--- src/rtl/tom_regwr_seq.sv ---
// tom_regwr_seq: CPU bus-cycle sequencer feeding the TOM settable-latch registers.
// Define TOM_REGWR_BYTE_EN for per-byte latch load enables steered by bus_be.
module tom_regwr_seq #(
  parameter int         NREG        = 8,
  parameter logic [7:0] BASE_ADDR   = 8'h00,
  parameter int         WAIT_STATES = 0
) (
  input  logic               sys_clk,
  input  logic               resetl,
  input  logic               bus_strobe,
  input  logic               bus_rw,
  input  logic [7:0]         bus_addr,
  input  logic [15:0]        bus_din,
  input  logic [1:0]         bus_be,
  input  logic [16*NREG-1:0] reg_q,
  output logic [15:0]        reg_d,
`ifdef TOM_REGWR_BYTE_EN
  output logic [2*NREG-1:0]  reg_en,
`else
  output logic [NREG-1:0]    reg_en,
`endif
  output logic               setl,
  output logic               bus_ack,
  output logic [15:0]        bus_dout,
  output logic               bus_err
);

`ifdef TOM_REGWR_BYTE_EN
  localparam int EW = 2 * NREG;
`else
  localparam int EW = NREG;
`endif

  typedef enum logic [2:0] {
    S_IDLE,
    S_DECODE,
    S_STROBE,
    S_WAIT,
    S_ACK,
    S_RELEASE
  } state_t;

  state_t        state_q, state_d;
  logic          rw_q, rw_d;
  logic [7:0]    addr_q, addr_d;
  logic [15:0]   data_q, data_d;
  logic [1:0]    be_q, be_d;
  logic          hit_q, hit_d;
  logic [4:0]    idx_q, idx_d;
  logic [3:0]    cnt_q, cnt_d;
  logic [EW-1:0] en_q, en_d;
  logic          ack_q, ack_d;
  logic          err_q, err_d;
  logic [15:0]   dout_q, dout_d;
  logic          setl_q;

  logic [8:0]    diff;
  logic [15:0]   rdata;
  logic [EW-1:0] wr_mask;

  // 9-bit subtract: addresses below the base land above 255, never a hit
  assign diff = {1'b0, addr_q} - {1'b0, BASE_ADDR};

  always_comb begin
    rdata   = '0;
    wr_mask = '0;
    for (int i = 0; i < NREG; i++) begin
      if (idx_q == 5'(i)) begin
        rdata = reg_q[16*i +: 16];
`ifdef TOM_REGWR_BYTE_EN
        wr_mask[2*i]   = be_q[0];
        wr_mask[2*i+1] = be_q[1];
`else
        wr_mask[i]     = 1'b1;
`endif
      end
    end
  end

`ifndef TOM_REGWR_BYTE_EN
  logic unused_be;
  assign unused_be = ^be_q;
`endif

  always_comb begin
    state_d = state_q;
    rw_d    = rw_q;
    addr_d  = addr_q;
    data_d  = data_q;
    be_d    = be_q;
    hit_d   = hit_q;
    idx_d   = idx_q;
    cnt_d   = cnt_q;
    en_d    = '0;
    ack_d   = ack_q;
    err_d   = err_q;
    dout_d  = dout_q;
    unique case (state_q)
      S_IDLE: begin
        if (bus_strobe) begin
          rw_d    = bus_rw;
          addr_d  = bus_addr;
          data_d  = bus_din;
          be_d    = bus_be;
          state_d = S_DECODE;
        end
      end
      S_DECODE: begin
        hit_d   = diff < 9'(NREG);
        idx_d   = diff[4:0];
        cnt_d   = 4'(WAIT_STATES);
        state_d = S_STROBE;
      end
      S_STROBE: begin
        if (hit_q && !rw_q) begin
          en_d = wr_mask;
        end
        if (rw_q) begin
          dout_d = hit_q ? rdata : 16'hFFFF;
        end
        state_d = (WAIT_STATES > 0) ? S_WAIT : S_ACK;
      end
      S_WAIT: begin
        cnt_d = cnt_q - 4'd1;
        if (cnt_q == 4'd1) begin
          state_d = S_ACK;
        end
      end
      S_ACK: begin
        ack_d = 1'b1;
        err_d = !hit_q;
        // first ACK cycle always acks, even if strobe already dropped
        if (ack_q && !bus_strobe) begin
          ack_d   = 1'b0;
          err_d   = 1'b0;
          state_d = S_RELEASE;
        end
      end
      S_RELEASE: begin
        state_d = S_IDLE;
      end
      default: begin
        state_d = S_IDLE;
      end
    endcase
  end

  always_ff @(posedge sys_clk) begin
    setl_q <= resetl;
    if (!resetl) begin
      state_q <= S_IDLE;
      rw_q    <= 1'b0;
      addr_q  <= '0;
      data_q  <= '0;
      be_q    <= '0;
      hit_q   <= 1'b0;
      idx_q   <= '0;
      cnt_q   <= '0;
      en_q    <= '0;
      ack_q   <= 1'b0;
      err_q   <= 1'b0;
      dout_q  <= '0;
    end else begin
      state_q <= state_d;
      rw_q    <= rw_d;
      addr_q  <= addr_d;
      data_q  <= data_d;
      be_q    <= be_d;
      hit_q   <= hit_d;
      idx_q   <= idx_d;
      cnt_q   <= cnt_d;
      en_q    <= en_d;
      ack_q   <= ack_d;
      err_q   <= err_d;
      dout_q  <= dout_d;
    end
  end

  assign reg_d    = data_q;
  assign reg_en   = en_q;
  assign setl     = setl_q;
  assign bus_ack  = ack_q;
  assign bus_dout = dout_q;
  assign bus_err  = err_q;

endmodule
--- config.mk ---
export PLATFORM = sky130hd
export DESIGN_NAME = tom_regwr_seq
export DESIGN_NICKNAME = d
export VERILOG_FILES = /design/src/rtl/tom_regwr_seq.sv
export SDC_FILE = /design/constraint.sdc
export NUM_CORES = 1
export LEC_CHECK = 0
export ABC_AREA = 1
export BUFFER_PORTS_ARGS = -buffer_cell sky130_fd_sc_hd__buf_2
export CAP_MARGIN = 20
export CORE_MARGIN = 1.5
export CORE_UTILIZATION = 40
export CTS_CLUSTER_SIZE = 12
export DETAILED_ROUTE_END_ITERATION = 7
export PLACE_DENSITY = 0.76
export REMOVE_ABC_BUFFERS = 1
export SLEW_MARGIN = 20
export SYNTH_ARGS = -nofsm -noshare
export SYNTH_HDL_FRONTEND = slang
export SYNTH_SLANG_ARGS = --single-unit
--- constraint.sdc ---
create_clock -name sys_clk -period 1.4 [get_ports sys_clk]
set_input_delay 0.07 -clock sys_clk [delete_from_list [all_inputs] [get_ports sys_clk]]
set_output_delay 0.07 -clock sys_clk [all_outputs]
set_load 0.1 [all_outputs]
==> flow_summary.json, run 1 <==
{
  "status": "finished, violations left",
  "violations": "setup timing",
  "placedCellCount": 831,
  "power_density_mw_per_mm2": 1710,
  "design_area_mm2": 0.00523,
  "clk_latency_ns": 0.34,
  "vias": 4557,
  "antenna_left": 0,
  "power_switching_uw": 4170,
  "reg2reg_from": "idx_q[2]",
  "rsz0062_at_grt": "true",
  "dr.pass1.iters": 5,
  "cts-root-buf": "clkbuf_8",
  "crit_arrival_ns": 1.74,
  "cts_tree": "done",
  "critical_path_required_ns": 1.69,
  "relSlewSlack_pct": 66.4,
  "wire_per_inst_um": 15.4,
  "die_y_um": 97.2,
  "io_buffer_count": 198,
  "pwr-share-seq_pct": 26.4,
  "area_delta_synth_final_pct": 47.2,
  "ys_warn_count": 0,
  "stdcell_count": 854,
  "dp_hpwl_mm": 9.83,
  "layout.nets": 901,
  "clockPowerShare_pct": 20.2,
  "cts_made_buffers": 9,
  "hold_ws_ns": 0.00218,
  "grt_max_degree": 52,
  "ys_types": 25,
  "synthAdderAreaFrac_pct": 0.705,
  "cts_max_path_buffers": 2,
  "yosysTopAreaCellShare_pct": 36.7,
  "antenna_found_initial": 1,
  "synth_area_leader_cell": "dfxtp_1",
  "dieWidth_um": 97.2,
  "hold_viol": 0,
  "r2r-end": "bus_dout[15]",
  "critPathCapture": "bus_dout[15]",
  "avgViaCountPerCell": 5.34,
  "finalClockSkew_ns": 0.00930,
  "grt_usage_pct": 26.8,
  "htreeDepth": 3,
  "synth_mux_area_share_pct": 0,
  "core-area_mm2": 0.00868,
  "syn_area_per_cell_um2": 6.72,
  "place_ws_ns": -0.129,
  "hp-class": "in -> reg",
  "netlist_instances": 528,
  "place.gp.congestion": 0.943,
  "synth-simple-area-share_pct": 37.7,
  "diodes": 0,
  "fillers": 840,
  "overflow": 0,
  "p_sw_share_pct": 46.7,
  "multi_input_area_mm2": 0.00189,
  "io_pins": 201,
  "report.final.slew_viol_count": 0,
  "rr_worst_depth": 9,
  "worst_pin_slew_ns": 0.507,
  "critPathMaxFanout": 26,
  "grt_pass1_vias": 4327,
  "crit_chain": "buf_6 -> nor2_4 -> buf_12 -> nand4_1 -> nand3_1 -> nor2_2 -> nand4_1 -> nor2_1 -> nor2_1",
  "synth-xor-area-share_pct": 0,
  "clk_pin_slew_ns": 0.08,
  "cts.sink_count": 65,
  "critical_path_class": "reg -> reg",
  "fin_crit_sh_pct": 104,
  "p_comb_share_pct": 53.4,
  "dpl-instance-area_mm2": 0.00486,
  "synth.area.top_cells": "dfxtp_1 37%, nand4_1 11%, nand2_1 8.1%, nor2_1 7.9%, o21ai_0 7.1%",
  "ff_latch_area_mm2": 0.00131,
  "synth_compound_area_share_pct": 13.0,
  "rows": 34,
  "crit_path_start_kind": "flip-flop",
  "fmax_mhz": 689,
  "end_kind": "flip-flop",
  "netlist_area_mm2": 0.00355,
  "leakage_uw": 0.00251,
  "drc": 0,
  "intPower_uw": 4760,
  "ys_ff_latch": 65,
  "crit_slowest_cell": "dfxtp_2",
  "r2r_slack_ns": -0.05,
  "ys_seq_area_share_pct": 36.7,
  "finalWorstSetupSlack_ns": -0.0513,
  "drtIter0Drc": 242,
  "setup_violations": 12,
  "wirelength_mm": 13.1,
  "cap_violations": 0,
  "die_area_mm2": 0.00944,
  "initial_utilization_pct": 40.9,
  "period_needed_ns": 1.45,
  "slowest_delay_ns": 0.33,
  "grt_first_pass_wirelength_mm": 20.4,
  "drive_above_1_share_pct": 37.9,
  "synth_top_family_by_area": "simple AND/OR/NAND/NOR gates",
  "irDropWorstVdd_mv": 0.658,
  "startpoint": "idx_q[2]"
}
## cell usage after synthesis (all sizes together)
cell type / count
a21oi: 39
a2bb2oi: 1
a31oi: 1
buf: 20
clkbuf: 14
dfxtp: 65
ha: 2
inv: 62
nand2: 79
nand3: 40
nand4: 65
nor2: 81
nor3: 5
nor4: 4
o21ai: 50
## worst min path at each step
| stage | depth (start not counted) | endpoint | start | slack, ns |
|---|---|---|---|---|
| after floorplan | 0 | setl | resetl | 0.1 |
| after global placement | 3 | reg_d[1] | bus_din[1] | 0.35 |
| after detailed placement | 3 | reg_d[1] | bus_din[1] | 0.36 |
| after CTS | 3 | reg_d[15] | bus_din[15] | 0.005 |
| after global routing | 3 | addr_q[4] | bus_addr[4] | 0.009 |
| final | 3 | reg_d[14] | bus_din[14] | 0.002 |
## per-layer routing
metal | up-vias | part of all wire (%) | global-route usage [%]
met5 | - | 0 | 0
met4 | 0 | 4.0 | 12.8
met3 | 48 | 7.4 | 6.55
met2 | 236 | 50 | 46.9
met1 | 2062 | 39 | 30.4
li1 | 2211 | - | -
## power by group through the flow
| stage | clock network [uW] | logic (uW) | registers (uW) |
|---|---|---|---|
| after floorplan | 0 | 1780 | 3430 |
| after global placement | 0 | 4410 | 2370 |
| after detailed placement | 0 | 4480 | 2380 |
| after CTS | 1840 | 4530 | 2360 |
| after global routing | 1930 | 5100 | 2400 |
| final | 1800 | 4770 | 2360 |
## placed cells by master, fill, tap and decap left out, types with 3 or more instances in the layout
cell and n:
a21oi_1 39, buf_12 11, buf_2 198, buf_4 20, clkbuf_8 10, dfxtp_1 61
dfxtp_2 4, dlygate4sd3_1 3, inv_1 57, inv_2 5, nand2_1 75, nand2_2 3
nand3_1 38, nand4_1 65, nor2_1 66, nor2_2 12, nor2_4 3, nor3_4 3
nor4_1 4, o21ai_0 38, o21ai_1 12
## state kept, by name, indices dropped and copies added (netlist names), 3 cells and up
| signal | count |
|---|---|
| cnt_q | 4 |
| idx_q | 5 |
| state_q | 3 |
| reg_en | 8 |
| reg_d | 16 |
| bus_dout | 16 |
| addr_q | 8 |
## through the flow
stage | setup TNS, ns | utilization, % | power (uW)
6_report | -0.262 | 60.2 | 8930
5_1_grt | -1.75 | 60.2 | 9430
4_1_cts | -0.140 | 59.1 | 8720
3_5_place_dp | -1.17 | 56.0 | 6860
3_3_place_gp | -0.243 | 56.0 | 6780
2_1_floorplan | -23.86 | - | 5210
## worst max-delay path, delay by kind of cell (launching register included)
| family | cells | cell delay (ns) |
|---|---|---|
| AND/OR/NAND/NOR | 7 | 0.73 |
| flip-flops | 1 | 0.33 |
| buffers and inverters | 2 | 0.31 |
## final cells by class
cell class | instances | share of cell area [%]
well taps | 108 | 2.59
clock buffers | 10 | 2.63
inverters | 62 | 4.45
repair buffers | 235 | 27.5
multi-input cells | 368 | 36.1
flip-flops and latches | 65 | 25.0
clock inverters | 6 | 1.70
## timing repair
action / 4_1_cts / 5_1_grt
resized for setup: 8 / 24
pin swaps: 10 / 4
hold endpoints to repair: 3 / 0
gates cloned: 0 / 2
hold buffers: 3 / 0
setup endpoints to repair: 16 / 23
buffers inserted: 0 / 2
## cell families after synthesis
| family | after synthesis |
|---|---|
| and+or+nand+nor | 274 |
| buffers and inverters | 96 |
| AOI/OAI and AO/OA | 91 |
| DFF | 65 |
| adders and majority gates | 2 |
(Power assumes the default switching activity.)
==> inputs of run 2 (changes only) <==
Settings changed: CORE_MARGIN 1.5 to 2, CORE_UTILIZATION 40 to 48, PLACE_DENSITY 0.76 to 0.85, TNS_END_PERCENT from default to 30.
Clock period 1.4 ns to 1.8 ns, I/O delays scaled along.
==> flow_summary.json, run 2 (synthesis gave the netlist of run 1 again) <==
{
  "status": "complete, no violations",
  "crit_arrival_ns": 1.93,
  "overflow": 0,
  "cts.sink_count": 65,
  "final_common_cell": "buf_2",
  "fmax_mhz": 607,
  "cap_violations": 0,
  "cts_setup_buffers": 0,
  "critPathMaxFanout": 17,
  "grt_usage_pct": 29.3,
  "hp-class": "in -> reg",
  "die_area_mm2": 0.00810,
  "dpl-instance-area_mm2": 0.00460,
  "layout_common_cells": "198 x buf_2, 77 x nand2_1, 75 x nor2_1",
  "cts.hold.buffers_added": 0,
  "drc": 0,
  "grt_max_degree": 53,
  "core-area_mm2": 0.00721,
  "rsz0062_at_grt": "false",
  "clk_pin_slew_ns": 0.08,
  "irDropWorstVdd_mv": 0.462,
  "wire_per_inst_um": 14.7,
  "finalClockSkew_ns": 0.0128,
  "design_area_mm2": 0.00481,
  "io_pins": 201,
  "cts_made_buffers": 9,
  "vias": 4471,
  "end_kind": "flip-flop",
  "critical_path_class": "reg -> reg",
  "report.final.slew_viol_count": 0,
  "hold_viol": 0,
  "setup_violations": 0,
  "utilization_pct": 66.7,
  "antenna_found_initial": 0,
  "cts_tree": "done",
  "clk_latency_ns": 0.34,
  "drive_above_1_share_pct": 33.8,
  "io_buffer_count": 198,
  "critical_path_required_ns": 2.09,
  "cts-resized-gates": 0,
  "place.gp.congestion": 0.884,
  "avgViaCountPerCell": 5.45,
  "initial_utilization_pct": 49.2,
  "dp_hpwl_mm": 8.99,
  "cts-root-buf": "clkbuf_8",
  "period_needed_ns": 1.65,
  "dieWidth_um": 90.0,
  "fin_crit_sh_pct": 91.6,
  "relSlewSlack_pct": 66.2,
  "crit_path_start_kind": "flip-flop",
  "antenna_left": 0,
  "power_density_mw_per_mm2": 1320,
  "grt_pass1_vias": 4379,
  "grt_first_pass_wirelength_mm": 19.3,
  "dr.pass1.iters": 5,
  "worst_pin_slew_ns": 0.507,
  "area_delta_synth_final_pct": 35.6,
  "diodes": 0,
  "cts_max_path_buffers": 2,
  "htreeDepth": 3,
  "drtIter0Drc": 276,
  "rows": 31,
  "layout.nets": 876,
  "die_y_um": 90.0,
  "leakage_uw": 0.00234,
  "wirelength_mm": 12.1,
  "tns_ns": 0
}
[run 2: cell types whose count changed in the layout (fill, tap and decap cells not counted), sizes merged]
cell	before	now
inv	63	64
clkinvlp	2	0
nand3	41	40
bufinv	2	1
clkinv	1	2
dlygate4sd3	3	0
buf	231	211
[run 2: final cells by class]
cell class | instances | area (um2)
tap | 99 | 124
inverter | 62 | 233
fill | 652 | 2400
clock inverter | 5 | 61.3
multi-input combinational | 367 | 1830
timing repair buffer | 211 | 1110
clock buffer | 11 | 151
sequential | 65 | 1300
[run 2: where the power goes]
part | total, uW | internal [uW] | switching, uW | leakage, uW
sequential | 1840 | 1680 | 162 | 0.000532
clock | 1310 | 725 | 580 | 0.000110
combinational | 3190 | 847 | 2340 | 0.00170
total | 6330 | 3250 | 3090 | 0.00234
[run 2: worst max-delay path, cell delays in order (launching register included)]
cell and delay (ns):
dfxtp_1 0.52, inv_2 0.13, nor2_4 0.37, nand4_1 0.13
nand3_1 0.13, nor2_1 0.06, nand4_1 0.12, nor2_1 0.06
nor2_1 0.08
[run 2: final timing paths]
path                                  start     endpoint  slack (ns)  depth (start not counted)
worst max-delay path               idx_q[1]  bus_dout[0]        0.15                          8
worst min-delay path            bus_din[15]    reg_d[15]        0.02                          3
worst max register to register     idx_q[1]  bus_dout[0]        0.15                          8
worst min register to register     reg_d[7]     reg_d[7]        0.44                          2
[run 2: layer usage]
metal	vias up	track usage (%)	wire length, um
met1	2045	31.7	4560
met5	-	0	0
met3	48	7.29	938
li1	2153	-	-
met2	225	53.1	6080
met4	0	14.7	511
[run 2: through the flow]
stage | power (uW) | worst slack, ns | hold slack [ns] | std cells
floorplan | 4050 | -0.309 | 0.118 | 494
global placement | 4940 | 0.248 | 0.367 | 804
detailed placement | 5030 | 0.161 | 0.375 | 804
CTS | 6340 | 0.158 | 0.0179 | 820
global route | 6690 | 0.0248 | 0.0322 | 820
finish | 6330 | 0.152 | 0.0201 | 820
